[src/rtl/uart_pkg.sv]
// Shared UART definitions: FSM states, oversampling constants and the bit-vote helper.
package uart_pkg;

    typedef enum logic [2:0] {
        IDLE,
        START,
        DATA,
        STOP,
        BREAK
    } state_t;

    localparam int unsigned OVERSAMPLE = 16;
    localparam int unsigned SAMPLE_LO  = 7;
    localparam int unsigned SAMPLE_HI  = 9;
    localparam int unsigned DATA_BITS  = 8;

    // Two-out-of-three vote used to decide each bit value.
    function automatic logic majority3(input logic a, input logic b, input logic c);
        return (a & b) | (a & c) | (b & c);
    endfunction

endpackage

[src/rtl/uart_baud_tick.sv]
// Oversampling tick generator: one-cycle pulse every DIV clocks, realignable by clr.
module uart_baud_tick #(
    parameter int unsigned DIV = 54
) (
    input  logic clk,
    input  logic rst,
    input  logic clr,
    output logic tick
);

    localparam int unsigned CNT_W = $clog2(DIV);

    if (DIV < 4) begin : g_div_check
        $error("uart_baud_tick: DIV must be at least 4");
    end

    logic [CNT_W-1:0] cnt_q;

    assign tick = (cnt_q == CNT_W'(DIV - 1));

    // Free-running divider; clr restarts the phase from zero.
    always_ff @(posedge clk or posedge rst) begin
        if (rst) begin
            cnt_q <= '0;
        end else if (clr || tick) begin
            cnt_q <= '0;
        end else begin
            cnt_q <= cnt_q + CNT_W'(1);
        end
    end

endmodule

[src/rtl/uart_rx.sv]
// 8N1 UART receiver with 16x oversampling, 3-sample majority vote and a one-deep output buffer.
module uart_rx
    import uart_pkg::*;
#(
    parameter int unsigned CLK_FREQ = 100_000_000,
    parameter int unsigned BAUD     = 115200
) (
    input  logic                 FPGA_CLK,
    input  logic                 FPGA_RST,
    input  logic                 UART_RXD,
    output logic [DATA_BITS-1:0] rx_data,
    output logic                 rx_valid,
    input  logic                 rx_ready,
    output logic                 frame_err,
    output logic                 overrun,
    output logic                 busy
);

    localparam int unsigned DIV   = CLK_FREQ / (BAUD * OVERSAMPLE);
    localparam int unsigned OS_W  = $clog2(OVERSAMPLE);
    localparam int unsigned BIT_W = $clog2(DATA_BITS);

    logic                 rxd_meta_q;
    logic                 rxd_s;
    logic [1:0]           sync_fill_q;
    logic                 rxd_prev_q;

    state_t               state_q, state_d;
    logic [OS_W-1:0]      os_q, os_d;
    logic [OS_W-1:0]      os;
    logic [BIT_W-1:0]     bit_q, bit_d;
    logic [1:0]           samp_q, samp_d;
    logic [DATA_BITS-1:0] shreg_q, shreg_d;

    logic [DATA_BITS-1:0] rx_data_d;
    logic                 rx_valid_d;
    logic                 frame_err_d;
    logic                 overrun_d;

    logic                 tick;
    logic                 tick_clr;
    logic                 decide;
    logic                 bit_val;

    uart_baud_tick #(
        .DIV (DIV)
    ) u_baud_tick (
        .clk  (FPGA_CLK),
        .rst  (FPGA_RST),
        .clr  (tick_clr),
        .tick (tick)
    );

    // Two-flop synchronizer; sync_fill gates rxd_prev so the reset value of the
    // synchronizer is never mistaken for a line that has genuinely been seen high.
    always_ff @(posedge FPGA_CLK or posedge FPGA_RST) begin
        if (FPGA_RST) begin
            rxd_meta_q  <= 1'b1;
            rxd_s       <= 1'b1;
            sync_fill_q <= 2'b00;
            rxd_prev_q  <= 1'b0;
        end else begin
            rxd_meta_q  <= UART_RXD;
            rxd_s       <= rxd_meta_q;
            sync_fill_q <= {sync_fill_q[0], 1'b1};
            rxd_prev_q  <= rxd_s & sync_fill_q[1];
        end
    end

    // os_q holds ticks already elapsed in the bit; os numbers the tick now arriving.
    assign os      = os_q + OS_W'(1);
    assign decide  = tick && (os == OS_W'(SAMPLE_HI));
    assign bit_val = majority3(samp_q[1], samp_q[0], rxd_s);
    assign busy    = (state_q != IDLE);

    // Next-state, sampling and output-buffer logic.
    always_comb begin
        state_d     = state_q;
        os_d        = os_q;
        bit_d       = bit_q;
        samp_d      = samp_q;
        shreg_d     = shreg_q;
        tick_clr    = 1'b0;
        rx_data_d   = rx_data;
        rx_valid_d  = rx_valid;
        frame_err_d = 1'b0;
        overrun_d   = 1'b0;

        if (rx_valid && rx_ready) begin
            rx_valid_d = 1'b0;
        end

        if (tick) begin
            os_d = os;
            if (os == OS_W'(SAMPLE_LO) || os == OS_W'(SAMPLE_HI - 1)) begin
                samp_d = {samp_q[0], rxd_s};
            end
        end

        unique case (state_q)
            IDLE: begin
                if (!rxd_s && rxd_prev_q) begin
                    tick_clr = 1'b1;
                    os_d     = '0;
                    state_d  = START;
                end
            end
            START: begin
                if (decide) begin
                    if (!bit_val) begin
                        bit_d   = '0;
                        state_d = DATA;
                    end else begin
                        state_d = IDLE;
                    end
                end
            end
            DATA: begin
                if (decide) begin
                    shreg_d = {bit_val, shreg_q[DATA_BITS-1:1]};
                    bit_d   = bit_q + BIT_W'(1);
                    if (bit_q == BIT_W'(DATA_BITS - 1)) begin
                        state_d = STOP;
                    end
                end
            end
            STOP: begin
                if (decide) begin
                    if (bit_val) begin
                        state_d = IDLE;
                        // A same-cycle transfer frees the buffer for the new byte.
                        if (!rx_valid || rx_ready) begin
                            rx_data_d  = shreg_q;
                            rx_valid_d = 1'b1;
                        end else begin
                            overrun_d = 1'b1;
                        end
                    end else begin
                        frame_err_d = 1'b1;
                        state_d     = BREAK;
                    end
                end
            end
            BREAK: begin
                if (rxd_s) begin
                    state_d = IDLE;
                end
            end
            default: state_d = IDLE;
        endcase
    end

    // Receiver state and output registers.
    always_ff @(posedge FPGA_CLK or posedge FPGA_RST) begin
        if (FPGA_RST) begin
            state_q   <= IDLE;
            os_q      <= '0;
            bit_q     <= '0;
            samp_q    <= '0;
            shreg_q   <= '0;
            rx_data   <= '0;
            rx_valid  <= 1'b0;
            frame_err <= 1'b0;
            overrun   <= 1'b0;
        end else begin
            state_q   <= state_d;
            os_q      <= os_d;
            bit_q     <= bit_d;
            samp_q    <= samp_d;
            shreg_q   <= shreg_d;
            rx_data   <= rx_data_d;
            rx_valid  <= rx_valid_d;
            frame_err <= frame_err_d;
            overrun   <= overrun_d;
        end
    end

endmodule
[config.mk]
export PLATFORM = sky130hd
export DESIGN_NAME = uart_rx
export DESIGN_NICKNAME = d
export VERILOG_FILES = /design/src/rtl/uart_pkg.sv /design/src/rtl/uart_baud_tick.sv /design/src/rtl/uart_rx.sv
export SDC_FILE = /design/constraint.sdc
export NUM_CORES = 1
export LEC_CHECK = 0
export ABC_AREA = 1
export ABC_CLOCK_PERIOD_IN_PS = 1800
export CAP_MARGIN = 15
export CORE_ASPECT_RATIO = 1.1
export CORE_MARGIN = 4
export CORE_UTILIZATION = 40
export DETAILED_ROUTE_END_ITERATION = 10
export PLACE_DENSITY = 0.68
export REMOVE_ABC_BUFFERS = 1
export SETUP_SLACK_MARGIN = 0.02
export SLEW_MARGIN = 20
export SYNTH_ARGS = -nofsm -noshare
export SYNTH_HDL_FRONTEND = slang
export SYNTH_HIERARCHICAL = 1
export SYNTH_SLANG_ARGS = --single-unit
[constraint.sdc]
create_clock -name FPGA_CLK -period 1.8 [get_ports FPGA_CLK]
set_clock_uncertainty 0.2 [all_clocks]
set_input_delay 0.36 -clock FPGA_CLK [delete_from_list [all_inputs] [get_ports FPGA_CLK]]
set_output_delay 0.36 -clock FPGA_CLK [all_outputs]
set_load 0.02 [all_outputs]
Word level (Yosys, flattened, before mapping) --
Index checks and enable logic that the tools add are counted.
Word-level totals: input port bits 4, bits in registers 42, logic and storage cells 86
Cells by class: equality and inequality tests 16, add/subtract/negate cells 3, multiplexer cells 31, reductions and logical operators 16, bitwise operators 6
Operators with widths (number):
- 2-to-1 mux 3 bit | 10
- one-hot mux 3 bit (5 select lines) | 1
- 2-to-1 mux 1 bit | 14
- != test 2 bit, second input constant | 7
- 2-to-1 mux 4 bit | 3
- == test 4 bit, second input constant | 2
- AND reduction 4 bit | 2
- adder 6 x 1 -> 6 bit, second input constant | 1
- == test 3 x 2 -> 1 bit, second input constant | 2
- == test 3 bit, second input constant | 2
- == test 6 bit, second input constant | 1
- 2-to-1 mux 6 bit | 1
- one-hot mux 3 bit (2 select lines) | 1
- AND reduction 6 bit | 1
- adder 4 x 1 -> 4 bit, second input constant | 1
- bitwise AND 1 bit | 4
- == test 4 x 3 -> 1 bit, second input constant | 1
- AND reduction 2 bit | 2
- adder 3 x 1 -> 3 bit, second input constant | 1
- == test 3 x 1 -> 1 bit, second input constant | 1
- logical AND 1 bit | 3
- zero test 3 bit | 1
- logical OR 1 bit | 3
- nonzero test 3 bit | 1
- other kinds (4) | 6

Logic depth before layout (Yosys ltp) --
Gate-level depths: netlist of run 1.
word-level depth 6, gate-level depth with buffers 12, gate-level depth less buffers 11

By module --
Netlist of run 1, hierarchy kept.
Modules (own cells, without submodules):
- uart_rx | cells an instance 194, area an instance 1657.8 µm², times used 1, sequential area each 903.4 µm²
- uart_baud_tick | cells an instance 32, area an instance 309.0 µm², times used 1, sequential area each 150.1 µm²

Least setup slack after synthesis of run 1 --
Ideal clock, no wire load.
kind reg-to-reg, from reg u_baud_tick.cnt_q[1], to reg state_q[1], setup slack -0.017 ns, data required time 1.483 ns, buffers on the path 1, stages on the path, launching flop included 13, arrival 1.500 ns, cell sequence dfrtp_1 -> inv_1 -> ha_1 -> nand3b_1 -> nor2_1 -> buf_2 -> nand2_1 -> inv_1 -> nand3_1 -> nand2_1 -> nand2_1 -> nand2_1 -> nand2_1
Between the ends: word-level cells in the longest chain between the ends 4, elaborated cells between the ends (all ways) 6, classes of those cells eq/ne (4); reduce/logical (2)
Ends and longest elaborated chain:
- from (decl) | RTL line uart_baud_tick.sv:17 | logic [CNT_W-1:0] cnt_q;
- from (signal assigned) | RTL line uart_baud_tick.sv:28 | cnt_q <= cnt_q + CNT_W'(1);
- == test 6 bit * | RTL line uart_baud_tick.sv:19 | assign tick = (cnt_q == CNT_W'(DIV - 1));
- net tick | RTL line uart_rx.sv:40 | logic tick;
- logical AND 1 bit * | RTL line uart_rx.sv:72 | assign decide = tick && (os == OS_W'(SAMPLE_HI));
- != test 2 bit (no source line)
- AND reduction 6 bit (no source line) *
- to (signal assigned) | RTL line uart_rx.sv:166 | state_q <= state_d;
- to (decl) | RTL line uart_rx.sv:28 | state_t state_q, state_d;
The timed path passes the listed nets; every way through them passes the cells marked *. A chain may end at the register's enable or synchronous reset.

Final worst setup path of run 1 --
from reg u_baud_tick.cnt_q[1], to reg rx_data[5]
Between the ends: word-level cells in the longest chain between the ends 3
Ends and longest elaborated chain:
- == test 6 bit | RTL line uart_baud_tick.sv:19
- net tick | RTL line uart_rx.sv:40
- logical AND 1 bit | RTL line uart_rx.sv:72
- AND reduction 4 bit (no source line)
- to (signal assigned) | RTL line uart_rx.sv:171 | rx_data <= rx_data_d;
- to (decl) | RTL line uart_rx.sv:11 | output logic [DATA_BITS-1:0] rx_data,
The timed path passes the listed nets, and every way through them passes these cells.

==> results of run 1 <==
state kept, by name, summed over array words and instances, names as in the netlist, 2 cells and up:
name               flops
rx_data                8
state_q                3
shreg_q                8
sync_fill_q            2
u_baud_tick/cnt_q      6
os_q                   4
bit_q                  3
samp_q                 2
power by group through the flow:
stage	logic, W	clock network (W)	registers, W
6_report	0.000951	0.000895	0.00115
5_1_grt	0.00106	0.000954	0.00117
4_1_cts	0.000897	0.000912	0.00115
3_5_place_dp	0.000823	0	0.00116
3_3_place_gp	0.000806	0	0.00116
2_1_floorplan	0.000475	0	0.00119
worst paths after layout:
path / cells past startpoint / to / slack [ns] / startpoint
worst max-delay path: 10 / rx_data[5] / -0.06 / u_baud_tick/cnt_q[1]
worst min-delay path: 2 / u_baud_tick/cnt_q[3] / 0.10 / FPGA_RST
worst max register to register: 10 / rx_data[5] / -0.06 / u_baud_tick/cnt_q[1]
worst min register to register: 0 / rxd_s / 0.16 / rxd_meta_q
max in group asynchronous: 3 / rxd_meta_q / 0.90 / FPGA_RST
min in group FPGA_CLK: 0 / rxd_s / 0.16 / rxd_meta_q
final cells by class:
| cell class | count | area [µm²] | area share (%) |
|---|---|---|---|
| Sequential cell | 42 | 1050 | 40.8 |
| Multi-Input combinational cell | 159 | 895 | 34.7 |
| Timing Repair Buffer | 39 | 335 | 13.0 |
| Inverter | 24 | 90.1 | 3.49 |
| Tap cell | 56 | 70.1 | 2.71 |
| Clock buffer | 5 | 68.8 | 2.67 |
| Clock inverter | 3 | 68.8 | 2.67 |
worst max-delay path, cell delays in order, from the launching register on:
cell and delay [ns]:
dfrtp_1 0.40, inv_2 0.08, ha_4 0.11, nand3b_1 0.11, nor2_2 0.15, buf_6 0.12
nand3_4 0.07, nor2_4 0.20, nand3b_4 0.16, nand2_1 0.10, nand2_1 0.05
through the flow:
step | cell area (µm²) | util (%) | setup slack (ns) | TNS (ns)
after floorplan | 1950 | - | -0.239 | -4.38
after global placement | 2330 | 49.3 | -0.0686 | -0.511
after detailed placement | 2330 | 49.3 | -0.0981 | -1.01
after CTS | 2530 | 53.6 | -0.0507 | -0.400
after global routing | 2580 | 54.7 | -0.166 | -2.97
final | 2580 | 54.7 | -0.0649 | -0.609
kinds of logic after synthesis:
logic type,after synthesis,synth area share [%]
xor gates and xnor gates,3,1.34
buffers and inverters,26,5.41
DFF,42,53.6
AOI/OAI and AO/OA,16,5.09
and+or+nand+nor,130,29.3
adders and majority gates,8,5.09
other,1,0.191
metal layers:
| metal | routed length (µm) | GRT usage (%) | vias up |
|---|---|---|---|
| li1 | - | - | 804 |
| met1 | 1800 | 18.0 | 772 |
| met2 | 1900 | 22.6 | 25 |
| met3 | 126 | 3.30 | 7 |
| met4 | 89 | 5.87 | 0 |
| met5 | 0 | 0 | - |
cells in the final DEF, fill, tap and decap left out, drive strengths merged:
cell           instances
o22ai                  1
dfstp                  2
nor3b                  1
dlygate4sd2           11
clkinv                 2
nand4                 10
ha                     8
o211ai                 1
dfrtp                 40
xor2                   2
nor2                  26
a21oi                  2
o21bai                 2
clkbuf                 5
conb                   1
xnor2                  1
nand2                 81
nand3b                 2
bufinv                 2
clkdlybuf4s50          3
o21ai                 10
buf                   25
inv                   23
nand3                 11
repair_timing:
item / 4_1_cts / 5_1_grt
resized for setup: 27 / 13
gates cloned: 0 / 1
buffers inserted: 3 / 3
setup endpoints to repair: 35 / 29
pin swaps: 3 / 5
==> summary.md, run 1 <==
| Metric | Value |
|---|---|
| Vias | 1608 |
| Drt first pass iters | 4 |
| Fmax | 536 MHz |
| Synth async-reset ratio | 100% |
| Clock sink count | 42 |
| Vias/cell | 4.90 |
| Die X | 74.9 µm |
| Internal cell power | 0.00204 W |
| NetSw | 0.000954 W |
| Comb pwr share | 31.7% |
| Maxcap violations | 0 |
| Clock power share | 29.8% |
| Hold-fix buffers, CTS | 0 |
| Fraction of layout cells with a size suffix above 1 | 22.4% |
| CTS tree | done |
| Synthesis-stage register bit count | 42 |
| GPL Wtd Cong | 0.814 |
| Starting Density | 41.7% |
| Syn Std Cell Area | 0.00197 mm² |
| Fin cells | 328 |
| Ys flop type | dfrtp_1 |
| Largest net degree at the start of global routing | 37 |
| Worst endpoint required time | 1.80 ns |
| Top-count cell post-synth | nand2_1 |
| Cells after synthesis | 226 |
| Die area | 0.00610 mm² |
| Antenna violations before repair | 0 |
| Global-route wire length before repair | 6520 µm |
| Placed insts | 314 |
| Failing checks | setup timing |
| Avg Cell Area, Syn | 8.70 µm² |
| Vias in the first global route | 1487 |
| Nets@finish | 283 |
| Power Density | 1160 mW/mm² |
| Final Cycle Share | 104% |
| DRT Wirelength | 3910 µm |
| Clock slew at reported path FFs | 0.08 ns |
| H-tree depth | 2 |
| Final setup fails | 19 |
| Peak supply drop | 0.481 mV |
| Post-synth EDFFs | 0 |
| Synthesis-to-layout area growth | 31.2% |
| Area leader, netlist | dfrtp_1 |
| PnR worst setup slack | -0.0649 ns |
| Hold slack | 0.101 ns |
| Overall power | 0.00300 W |
| Hold WC Path Type | primary input to async pin |
| Tot GR Track Use | 14.0% |
| Critical path class | flop to flop |
| Seq pwr share | 38.4% |
| Wirelength per Cell | 11.9 µm |
| DRT iter0 DRCs | 137 |
| Hpwl dp | 2700 µm |
| GR Overflow Total | 0 |
| Largest cells by area after synthesis | dfrtp_1, nand2_1, ha_1, inv_1, nor2_1 |
| Clock root cell | clkbuf_8 |
| Die height | 81.5 µm |
| Net Sw Frac | 31.8% |
| Core ar. | 0.00472 mm² |
| Diode count | 0 |
| # rows | 26 |
| Worst skew pair latency | 0.30 ns |
| Unique masters post-synth | 28 |
| Startpoint Class | flop |
| Top Ports | 16 |
| Commonest cells in the netlist | nand2_1, dfrtp_1, inv_1, nor2_1 |
| Lkg Pwr | 1.41 nW |
| Clk buf depth | 2 |
| Buffers on Ports | 15 |
| # fillers | 406 |
| Register area share after synthesis | 53.6% |
| Hold Vio Cnt, Final | 0 |
| Worst path arrival time | 1.86 ns |
| Worst-path fanout max | 8 |
| Unrepaired setup endpoints after global routing | true |
| Share of the synthesized area in the top cell type | 50.9% |
| Nature of the critical path endpoint | flop |
| Antenna Nets Post-Route | 0 |
| Synth Warn # | 6 |
| Min Tclk post-route | 1.86 ns |
| # DRC | 0 |
| Fin. max-slew vios | 0 |
| TritonCTS Buffers | 5 |
| Outcome | complete, but fails checks |
Power figures use the tool's default switching activity.
==> run 2, diff against run 1 <==
--- a/config.mk
+++ b/config.mk
@@ -11,6 +11,7 @@
 export CORE_ASPECT_RATIO = 1.1
 export CORE_MARGIN = 4
 export CORE_UTILIZATION = 40
+export CTS_CLUSTER_SIZE = 20
 export DETAILED_ROUTE_END_ITERATION = 10
 export PLACE_DENSITY = 0.68
 export REMOVE_ABC_BUFFERS = 1
==> results of run 2 <==
No change in the layout: final DEF, timing and power equal those of run 1.
